### config.mk
export PLATFORM = sky130hd
export DESIGN_NAME = chanbuf_port_arbiter
export DESIGN_NICKNAME = d
export VERILOG_FILES = /design/src/rtl/chanbuf_pkg.sv /design/src/rtl/chanbuf_rr_arbiter.sv /design/src/rtl/chanbuf_port_arbiter.sv
export SDC_FILE = /design/constraint.sdc
export NUM_CORES = 1
export LEC_CHECK = 0
export ABC_AREA = 1
export CAP_MARGIN = 5
export CORE_MARGIN = 10
export CORE_UTILIZATION = 30
export DETAILED_ROUTE_END_ITERATION = 8
export PLACE_DENSITY = 0.73
export SLEW_MARGIN = 30
export SYNTH_ARGS = -nofsm -noshare
export SYNTH_HDL_FRONTEND = slang
export SYNTH_SLANG_ARGS = --single-unit
### constraint.sdc
create_clock -name master_clk -period 2 [get_ports master_clk]
set_clock_uncertainty 0.2 [all_clocks]
set_input_delay 0.4 -clock master_clk [delete_from_list [all_inputs] [get_ports master_clk]]
set_output_delay 0.4 -clock master_clk [all_outputs]
set_load 0.01 [all_outputs]
### src/rtl/chanbuf_pkg.sv
// Shared types and sizing helpers for the channel-buffer port arbiter.
// Contents: per-channel FSM state enum, select-width and counter-width helpers.
// Optional feature macro used by the arbiter files: CHANBUF_PREEMPT_EN.
package chanbuf_pkg;

    typedef enum logic [1:0] {
        ST_IDLE  = 2'd0,
        ST_OWNED = 2'd1,
        ST_TURN  = 2'd2
    } arb_state_t;

    // Width of an index into n items, never less than one bit.
    function automatic int unsigned sel_width(input int unsigned n);
        return (n <= 1) ? 32'd1 : 32'($clog2(n));
    endfunction

    // Width of a counter that must hold values 0..max_val.
    function automatic int unsigned cnt_width(input int unsigned max_val);
        return (max_val < 1) ? 32'd1 : 32'($clog2(max_val + 1));
    endfunction

endpackage

### src/rtl/chanbuf_rr_arbiter.sv
// Per-channel round-robin arbiter with ownership lock.
// Ports: master_clk/n_reset, mod_req and mod_chan_sel from all modules,
//        mod_clken (burst counting, CHANBUF_PREEMPT_EN only),
//        busy_c (channel owned), grant_c (one-hot owner), preempt (registered pulse).
// Macro: CHANBUF_PREEMPT_EN builds the burst counter and forced release.
module chanbuf_rr_arbiter
    import chanbuf_pkg::*;
#(
    parameter int unsigned NUM_MODS  = 4,
    parameter int unsigned NUM_CHANS = 4,
    parameter int unsigned CHAN_IDX  = 0
`ifdef CHANBUF_PREEMPT_EN
    ,
    parameter int unsigned BURST_MAX = 64
`endif
) (
    input  logic                                      master_clk,
    input  logic                                      n_reset,
    input  logic [NUM_MODS-1:0]                       mod_req,
    input  logic [NUM_MODS*sel_width(NUM_CHANS)-1:0]  mod_chan_sel,
`ifdef CHANBUF_PREEMPT_EN
    input  logic [NUM_MODS-1:0]                       mod_clken,
`endif
    output logic                                      busy_c,
    output logic [NUM_MODS-1:0]                       grant_c,
    output logic [NUM_MODS-1:0]                       preempt
);

    localparam int unsigned SEL_W = sel_width(NUM_CHANS);
    localparam int unsigned OWN_W = sel_width(NUM_MODS);
`ifdef CHANBUF_PREEMPT_EN
    localparam int unsigned CNT_W = cnt_width(BURST_MAX);
`endif

    arb_state_t          state_q, state_d;
    logic [OWN_W-1:0]    owner_q, owner_d;
    logic [OWN_W-1:0]    last_q, last_d;
    logic [NUM_MODS-1:0] preempt_d;
    logic [NUM_MODS-1:0] hit_c;
    logic                pick_vld_c;
    logic [OWN_W-1:0]    pick_c;
`ifdef CHANBUF_PREEMPT_EN
    logic [CNT_W-1:0]    burst_q, burst_d;
    logic                rival_c;
`endif

    // Valid requesters for this channel; an out-of-range select never matches.
    always_comb begin
        hit_c = '0;
        for (int unsigned m = 0; m < NUM_MODS; m++) begin
            hit_c[m] = mod_req[m] && (mod_chan_sel[m*SEL_W +: SEL_W] == SEL_W'(CHAN_IDX));
        end
    end

    // Round-robin pick starting one past the last owner.
    always_comb begin
        pick_vld_c = 1'b0;
        pick_c     = '0;
        for (int unsigned k = 1; k <= NUM_MODS; k++) begin
            if (!pick_vld_c && hit_c[OWN_W'((32'(last_q) + k) % NUM_MODS)]) begin
                pick_vld_c = 1'b1;
                pick_c     = OWN_W'((32'(last_q) + k) % NUM_MODS);
            end
        end
    end

`ifdef CHANBUF_PREEMPT_EN
    // Another valid requester is waiting behind the owner.
    always_comb begin
        rival_c = 1'b0;
        for (int unsigned m = 0; m < NUM_MODS; m++) begin
            if (hit_c[m] && (owner_q != OWN_W'(m))) begin
                rival_c = 1'b1;
            end
        end
    end
`endif

    // State register.
    always_ff @(posedge master_clk or negedge n_reset) begin
        if (!n_reset) begin
            state_q <= ST_IDLE;
            owner_q <= '0;
            last_q  <= OWN_W'(NUM_MODS - 1);
            preempt <= '0;
`ifdef CHANBUF_PREEMPT_EN
            burst_q <= '0;
`endif
        end else begin
            state_q <= state_d;
            owner_q <= owner_d;
            last_q  <= last_d;
            preempt <= preempt_d;
`ifdef CHANBUF_PREEMPT_EN
            burst_q <= burst_d;
`endif
        end
    end

    // Next-state logic.
    always_comb begin
        state_d   = state_q;
        owner_d   = owner_q;
        last_d    = last_q;
        preempt_d = '0;
`ifdef CHANBUF_PREEMPT_EN
        burst_d   = burst_q;
`endif
        case (state_q)
            ST_IDLE: begin
                if (pick_vld_c) begin
                    state_d = ST_OWNED;
                    owner_d = pick_c;
                    last_d  = pick_c;
`ifdef CHANBUF_PREEMPT_EN
                    burst_d = '0;
`endif
                end
            end
            ST_OWNED: begin
                if (!hit_c[owner_q]) begin
                    state_d = ST_TURN;
                end
`ifdef CHANBUF_PREEMPT_EN
                else if ((burst_q == CNT_W'(BURST_MAX)) && rival_c) begin
                    state_d            = ST_TURN;
                    preempt_d[owner_q] = 1'b1;
                end else if (mod_clken[owner_q] && (burst_q != CNT_W'(BURST_MAX))) begin
                    burst_d = burst_q + CNT_W'(1);
                end
`endif
            end
            ST_TURN: begin
                state_d = ST_IDLE;
            end
            default: begin
                state_d = ST_IDLE;
            end
        endcase
    end

    // Output decode from registered state.
    always_comb begin
        busy_c  = (state_q == ST_OWNED);
        grant_c = '0;
        if (busy_c) begin
            grant_c[owner_q] = 1'b1;
        end
    end

endmodule

### src/rtl/chanbuf_port_arbiter.sv
// Request/grant arbiter between module controllers and channel-buffer input ports.
// Ports: master_clk/n_reset; per-module mod_req, mod_chan_sel, strobes, write data,
//        returned read data, grant and preempt pulse; per-channel strobes, address,
//        write data, read data and busy. Buses are flattened, index 0 in the LSBs.
// Macro: CHANBUF_PREEMPT_EN enables burst-length preemption.
module chanbuf_port_arbiter
    import chanbuf_pkg::*;
#(
    parameter int unsigned NUM_MODS  = 4,
    parameter int unsigned NUM_CHANS = 4,
    parameter int unsigned ADDR_W    = 9,
    parameter int unsigned DATA_W    = 8,
    parameter int unsigned BURST_MAX = 64
) (
    input  logic                                      master_clk,
    input  logic                                      n_reset,
    input  logic [NUM_MODS-1:0]                       mod_req,
    input  logic [NUM_MODS*sel_width(NUM_CHANS)-1:0]  mod_chan_sel,
    input  logic [NUM_MODS-1:0]                       mod_clken,
    input  logic [NUM_MODS-1:0]                       mod_we,
    input  logic [NUM_MODS*ADDR_W-1:0]                mod_addr,
    input  logic [NUM_MODS*DATA_W-1:0]                mod_data_i,
    output logic [NUM_MODS*DATA_W-1:0]                mod_data_o,
    output logic [NUM_MODS-1:0]                       mod_grant,
    output logic [NUM_MODS-1:0]                       mod_preempt,
    output logic [NUM_CHANS-1:0]                      chan_clken,
    output logic [NUM_CHANS-1:0]                      chan_we,
    output logic [NUM_CHANS*ADDR_W-1:0]               chan_addr,
    output logic [NUM_CHANS*DATA_W-1:0]               chan_data_i,
    input  logic [NUM_CHANS*DATA_W-1:0]               chan_data_o,
    output logic [NUM_CHANS-1:0]                      chan_busy
);

    logic [NUM_MODS-1:0] chan_grant_c [NUM_CHANS];
    logic [NUM_MODS-1:0] chan_preempt [NUM_CHANS];

    // Elaboration-time parameter sanity check.
    if ((NUM_MODS < 2) || (NUM_CHANS < 1) || (BURST_MAX < 1)) begin : g_param_check
        $error("chanbuf_port_arbiter: illegal parameter set");
    end

    // One independent arbiter per channel.
    for (genvar c = 0; c < NUM_CHANS; c++) begin : g_chan
        chanbuf_rr_arbiter #(
            .NUM_MODS  (NUM_MODS),
            .NUM_CHANS (NUM_CHANS),
            .CHAN_IDX  (c)
`ifdef CHANBUF_PREEMPT_EN
            ,
            .BURST_MAX (BURST_MAX)
`endif
        ) u_arb (
            .master_clk   (master_clk),
            .n_reset      (n_reset),
            .mod_req      (mod_req),
            .mod_chan_sel (mod_chan_sel),
`ifdef CHANBUF_PREEMPT_EN
            .mod_clken    (mod_clken),
`endif
            .busy_c       (chan_busy[c]),
            .grant_c      (chan_grant_c[c]),
            .preempt      (chan_preempt[c])
        );
    end

    // Owner-selected muxes in both directions plus grant/preempt OR-reduction.
    always_comb begin
        chan_clken  = '0;
        chan_we     = '0;
        chan_addr   = '0;
        chan_data_i = '0;
        mod_data_o  = '0;
        mod_grant   = '0;
        mod_preempt = '0;
        for (int unsigned c = 0; c < NUM_CHANS; c++) begin
            for (int unsigned m = 0; m < NUM_MODS; m++) begin
                if (chan_grant_c[c][m]) begin
                    chan_clken[c]                     = mod_clken[m];
                    chan_we[c]                        = mod_we[m];
                    chan_addr[c*ADDR_W +: ADDR_W]     = mod_addr[m*ADDR_W +: ADDR_W];
                    chan_data_i[c*DATA_W +: DATA_W]   = mod_data_i[m*DATA_W +: DATA_W];
                    mod_data_o[m*DATA_W +: DATA_W]    = chan_data_o[c*DATA_W +: DATA_W];
                    mod_grant[m]                      = 1'b1;
                end
                mod_preempt[m] = mod_preempt[m] | chan_preempt[c][m];
            end
        end
    end

endmodule

# Yosys cells after proc, flatten, opt, wreduce, memory -nomap -nowiden
# Index checks and enable logic that the tools add are counted.
# op_classes
magnitude_cmp	24
mux	192
n_reduce_logical	60
addsub	16
eq_ne	24
# op_table
op	count
$mux W8	32
$mux W9	16
$mux W1	88
$lt A2 B3 Y1 const B	20
$mux W2	24
$bmux W1 S2	20
$logic_and A1 B1 Y1	32
$add A2 B1 Y2 const B	8
$add A2 B2 Y2 const B	8
$eq A2 B1 Y1 const B	8
$eq A2 B2 Y1 const B	8
$logic_not A2 Y1	8
$mux W4	4
$pmux W2 S2	4
$reduce_and A2 Y1	8
$logic_not A1 Y1	12
$demux W1 S2	4
$ge A2 B1 Y1 const B	4
$ne A2 B1 Y1 const B	4
$ne A2 B2 Y1 const B	4
# totals
register_bits	24
wordCells	328

# Depth between registers and ports, before layout
# logic_depth
ltp_word	16
mapped_depth	13
ltp_nobuf	12

# Modules after synthesis
# A second synthesis with hierarchy kept.
# unflattened
hier_cells	1329
area_unflattened_um2	6832.8
# modules_own_cells
module	seq_area_each_um2	area_per_inst_um2	cells_each	n_inst
chanbuf_port_arbiter	0.0	4083.9	892	1
chanbuf_rr_arbiter at g_chan[1].u_arb ...	152.6	735.7	120	2
chanbuf_rr_arbiter at g_chan[0].u_arb	152.6	651.9	101	1
chanbuf_rr_arbiter at g_chan[3].u_arb	152.6	625.6	96	1

# Least setup slack after synthesis
# No wires, ideal clock.
# synth_path
path_type	flip-flop to output port
from	register g_chan[2].u_arb.state_q[0]
to	output mod_data_o[6]
t_required_ns	1.400
t_arrival_ns	1.418
path_stages_with_launch	6
path_slack_ns	-0.018
path_buffers	0
path_cell_list	dfrtp_1 inv_1 nor2_4 nand2_2 clkinv_1 o311ai_0
# synth_via
elab_chain_len	4
# synth_lines
element	line_no	rtl
start: declaration	chanbuf_rr_arbiter.sv:35	arb_state_t state_q, state_d;
start signal: assignment	chanbuf_rr_arbiter.sv:90	state_q <= state_d;
$eq A2 B1 Y1	chanbuf_rr_arbiter.sv:144	busy_c = (state_q == ST_OWNED);
net g_chan[2].u_arb.busy_c	chanbuf_rr_arbiter.sv:24	output logic busy_c,
$mux W4	chanbuf_rr_arbiter.sv:146	if (busy_c) begin
$mux W8 (2 in series)	chanbuf_port_arbiter.sv:77	if (chan_grant_c[c][m]) begin
end: declaration	chanbuf_port_arbiter.sv:23	output logic [NUM_MODS*DATA_W-1:0] mod_data_o,
# The timed path passes the listed nets, and every way through them passes these cells.

# Worst setup path after layout
# layout_path
from	register g_chan[0].u_arb.state_q[1]
to	output chan_data_i[5]
# layout_via
elab_chain_len	6
# layout_lines
element	line_no	rtl
start: declaration	chanbuf_rr_arbiter.sv:35	
start signal: assignment	chanbuf_rr_arbiter.sv:90	
$eq A2 B1 Y1 *	chanbuf_rr_arbiter.sv:144	
$mux W4 *	chanbuf_rr_arbiter.sv:146	
$mux W8 (3 in series)	chanbuf_port_arbiter.sv:77	
$mux W8 *	chanbuf_port_arbiter.sv:77	
end: declaration	chanbuf_port_arbiter.sv:29	output logic [NUM_CHANS*DATA_W-1:0] chan_data_i,
# Mark *: on every way between the ends. The rest lies on a longest branch, timed or not.

==> metrics.log <==
[metrics] result of the run: finished, violations left
[metrics] failing checks: setup timing
[metrics] maximum clock insertion buffer count: 2
[metrics] Final Routed Wirelength: 36.1 mm
[metrics] post-synthesis cell type count: 46
[metrics] # Max-Cap Violations: 0
[metrics] final routed wire length divided by cell count: 22.7 um
[metrics] Hold Slack: 0.300 ns
[metrics] Worst EP arrival: 1.90 ns
[metrics] placed cell count: 1484
[metrics] setup slack of the most critical reg-to-reg path: 0.03 ns
[metrics] maximum net fanout on the critical path: 14
[metrics] most common library cell in the layout ignoring fill and taps: nand2_1
[metrics] RR Endpoint: g_chan[2].u_arb.state_q[0]$_DFFE_PN0P_
[metrics] type of the most critical hold path: primary input to asynchronous set/reset pin
[metrics] overflow left after global routing: 0
[metrics] critical path depth: 8
[metrics] Port Buf Inserts: 237
[metrics] non-filler instance count after layout: 1587
[metrics] adder-cell area share of the yosys netlist: 0%
[metrics] global placer's final weighted congestion: 0.914
[metrics] Worst Slack Setup Final: -0.498 ns
[metrics] biggest cell delay along the critical path: 0.40 ns
[metrics] starting utilization of the core area: 30.9%
[metrics] initial antenna violation count: 4
[metrics] path depth of the worst reg2reg path: 10
[metrics] share of total power consumed by net switching: 51.6%
[metrics] fraction of final layout cells with drive strength greater than 1: 48.9%
[metrics] DP Wirelength: 22.7 mm
[metrics] commonest cells after routing, fill and taps aside: nand2_1 (179), buf_4 (137), clkdlybuf4s50_1 (109)
[metrics] via count of the first global-routing pass: 8412
[metrics] kind of start point of the critical path: flop
[metrics] Clk network pwr share: 2.8%
[metrics] number of remaining DRC errors: 0
[metrics] routed vias: 9285
[metrics] number of endpoints failing setup at the final stage: 112
[metrics] data required time at the worst endpoint: 1.40 ns
[metrics] number of cells produced by synthesis: 937
[metrics] number of hold violations in the final report: 0
[metrics] root buffer selected by CTS: clkbuf_16
[metrics] Worst Setup SP: g_chan[0].u_arb.state_q[1]$_DFFE_PN0P_
[metrics] leading cell types by total area after synthesis: nand2_1 (15%), o21ai_0 (9.3%), o22ai_1 (8.7%)
[metrics] share of the core filled with cells: 67.9%
[metrics] Horiz. Die Dim: 151 um
[metrics] site row count: 47
[metrics] unrepaired setup endpoints after global routing: true
[metrics] slowest stage cell on the critical path: dfrtp_1
[metrics] routed via count divided by cell count: 5.85
[metrics] CP endpoint: chan_data_i[5]
[metrics] fraction of power consumed by combinational cells: 89.7%
[metrics] H-Tree Depth: 1
[metrics] wire length of the first global-routing pass: 46.7 mm
[metrics] final slew viol count: 0
[metrics] Int Power: 7.46 mW
[metrics] DP Area: 8770 um2
[metrics] source of the worst register-to-register timing path: g_chan[2].u_arb.last_q[0]$_DFFE_PN1P_
[metrics] all-layer global routing usage: 25.2%
[metrics] f_max: 0.400 GHz
[metrics] count of state elements after synthesis: 24
[metrics] number of design-rule violations left by the first detailed-router iteration: 977
[metrics] Post-DRT Antenna Nets: 0
[metrics] Syn-to-layout area delta: 120%
[metrics] Ports: 242
[metrics] xor/xnor share of the synthesized area: 0.797%
[metrics] category of the critical setup timing path: flop to output pin
[metrics] overall die area: 22900 um2
[metrics] static power due to leakage: 5.36 nW
[metrics] Switch Pwr: 7.95 mW
[metrics] clock edge transition at the registers on the reported setup and hold paths: 0.06 ns
[metrics] quantity of hold-fixing buffers added after cts: 0
[metrics] total number of clock tree sinks: 24
[metrics] largest family of logic cells by synthesized area: compound AO/OA/AOI/OAI gates
[metrics] cell-by-cell listing of the critical path: nor2_4 > buf_6 > nand2_8 > buf_12 > o22ai_2 > a21oi_1 > o21ai_1 > buf_2
[metrics] Mapped Avg Cell Area: 5.53 um2
[metrics] sequential-to-total area share from yosys stat: 11.8%
[metrics] clock latency at the later pin of the worst-skew pair: 0.25 ns
[metrics] library cell occupying the most area in the post-synthesis netlist: nand2_1
[metrics] placeable core area: 16800 um2
[metrics] part of the power in registers: 7.5%
[metrics] family with the most delay on the worst path: buffers and inverters
[metrics] count of yosys warnings during synthesis: 0
[metrics] TritonCTS clock tree: yes
[metrics] multiplexer share of the synthesized area: 0%
[metrics] number of buffers and inverters on the critical path: 3
[metrics] Max rail drop VDD: 900 uV
[metrics] post-route design area: 11400 um2
[metrics] Min Clock Period, post-route: 2.50 ns
[metrics] detailed-router iteration count before antenna repair: 6
[metrics] total power after layout: 15.4 mW
[metrics] Crit. End Element: output pin
[metrics] netlist area before placement: 5180 um2
[metrics] number of CTS-inserted buffers: 3
[metrics] net total in the final layout: 1485
[metrics] Die H: 151 um
[metrics] share of the clock period used by the worst path: 125%
[metrics] synthesized-area fraction occupied by ao, oa, aoi and oai cells: 36.1%
[metrics] largest net degree at the start of global routing: 27
[metrics] pwr dens: 1350 nW/um2
[metrics] Synth top area share: 15.1%
[metrics] basic-gate share of the synthesized area counting and, or, nand and nor cells: 35.7%
[layer usage]
layer | vias up | wire, um | track usage (%)
met3 | 195 | 4060 | 5.40
met1 | 4274 | 12500 | 28.9
met2 | 678 | 17000 | 43.3
met4 | 0 | 2470 | 12.4
li1 | 4138 | - | -
met5 | - | 0 | 0
[final cells by class]
type | count | area [um2]
clock buffer | 3 | 75.1
timing repair buffer | 479 | 4600
tap | 220 | 275
inverter | 121 | 529
antenna | 6 | 15.0
sequential | 24 | 619
fill | 1316 | 5380
multi-input combinational | 734 | 5270
[power groups by stage]
stage	sequential, mW	clock [mW]	combinational [mW]
final	1.15	0.431	13.8
after global routing	1.18	0.472	14.7
after CTS	1.15	0.442	10.9
after detailed placement	1.09	0	10.2
after global placement	1.08	0	10.1
after floorplan	0.902	0	5.30
[cell families after synthesis]
family	Yosys count
and+or+nand+nor	404
AOI/OAI and AO/OA	323
buffers and inverters	182
DFF	24
xor gates and xnor gates	3
other	1
[stage by stage]
step	setup WS, ns	setup TNS (ns)
after floorplan	0.0503	0
after global placement	-0.693	-60.60
after detailed placement	-0.662	-61.72
after CTS	-0.387	-31.08
after global routing	-0.559	-49.82
final	-0.498	-41.97
[worst reg2reg max path: cells and delay by family (launching register included)]
family                 cells  cell delay [ns]
AND/OR/NAND/NOR            8             0.86
flip-flops                 1             0.63
buffers and inverters      2             0.17
[worst min-delay path by stage]
stage,start,endpoint
floorplan,n_reset,g_chan[0].u_arb.owner_q[0]$_DFFE_PN0P_
global placement,g_chan[3].u_arb.last_q[1]$_DFFE_PN1P_,g_chan[3].u_arb.last_q[1]$_DFFE_PN1P_
detailed placement,g_chan[3].u_arb.last_q[1]$_DFFE_PN1P_,g_chan[3].u_arb.last_q[1]$_DFFE_PN1P_
CTS,n_reset,g_chan[1].u_arb.owner_q[0]$_DFFE_PN0P_
global route,g_chan[0].u_arb.last_q[0]$_DFFE_PN1P_,g_chan[0].u_arb.last_q[0]$_DFFE_PN1P_
finish,n_reset,g_chan[1].u_arb.owner_q[0]$_DFFE_PN0P_
[sequential cells by signal, indices dropped and copies added (netlist names)]
register	flops
g_chan.u_arb.state_q	8
g_chan.u_arb.last_q	8
g_chan.u_arb.owner_q	8
[synthesized netlist by cell type (all sizes together)]
cell type,instances
nand2,223
inv,120
o21ai,98
a21oi,83
nand3,72
nor2,72
o22ai,72
buf,43
o211ai,30
nand4,28
a31oi,27
clkbuf,18
dfrtp,16
dfstp,8
or2,5
o2111ai,3
a221oi,2
and2,2
o311ai,2
xnor2,2
a211oi,1
a21boi,1
a221o,1
a22oi,1
clkinv,1
conb,1
nand3b,1
nor3,1
o21bai,1
o221a,1
xor2,1
[what timing repair did]
| item | CTS | global route |
|---|---|---|
| buffers inserted | 44 | 44 |
| pin swaps | 40 | 83 |
| gates cloned | 9 | 7 |
| setup endpoints to repair | 130 | 138 |
| endpoints found under the hold margin | 0 | 0 |
| gates resized for setup | 798 | 282 |
Power figures use the tool's default switching activity.
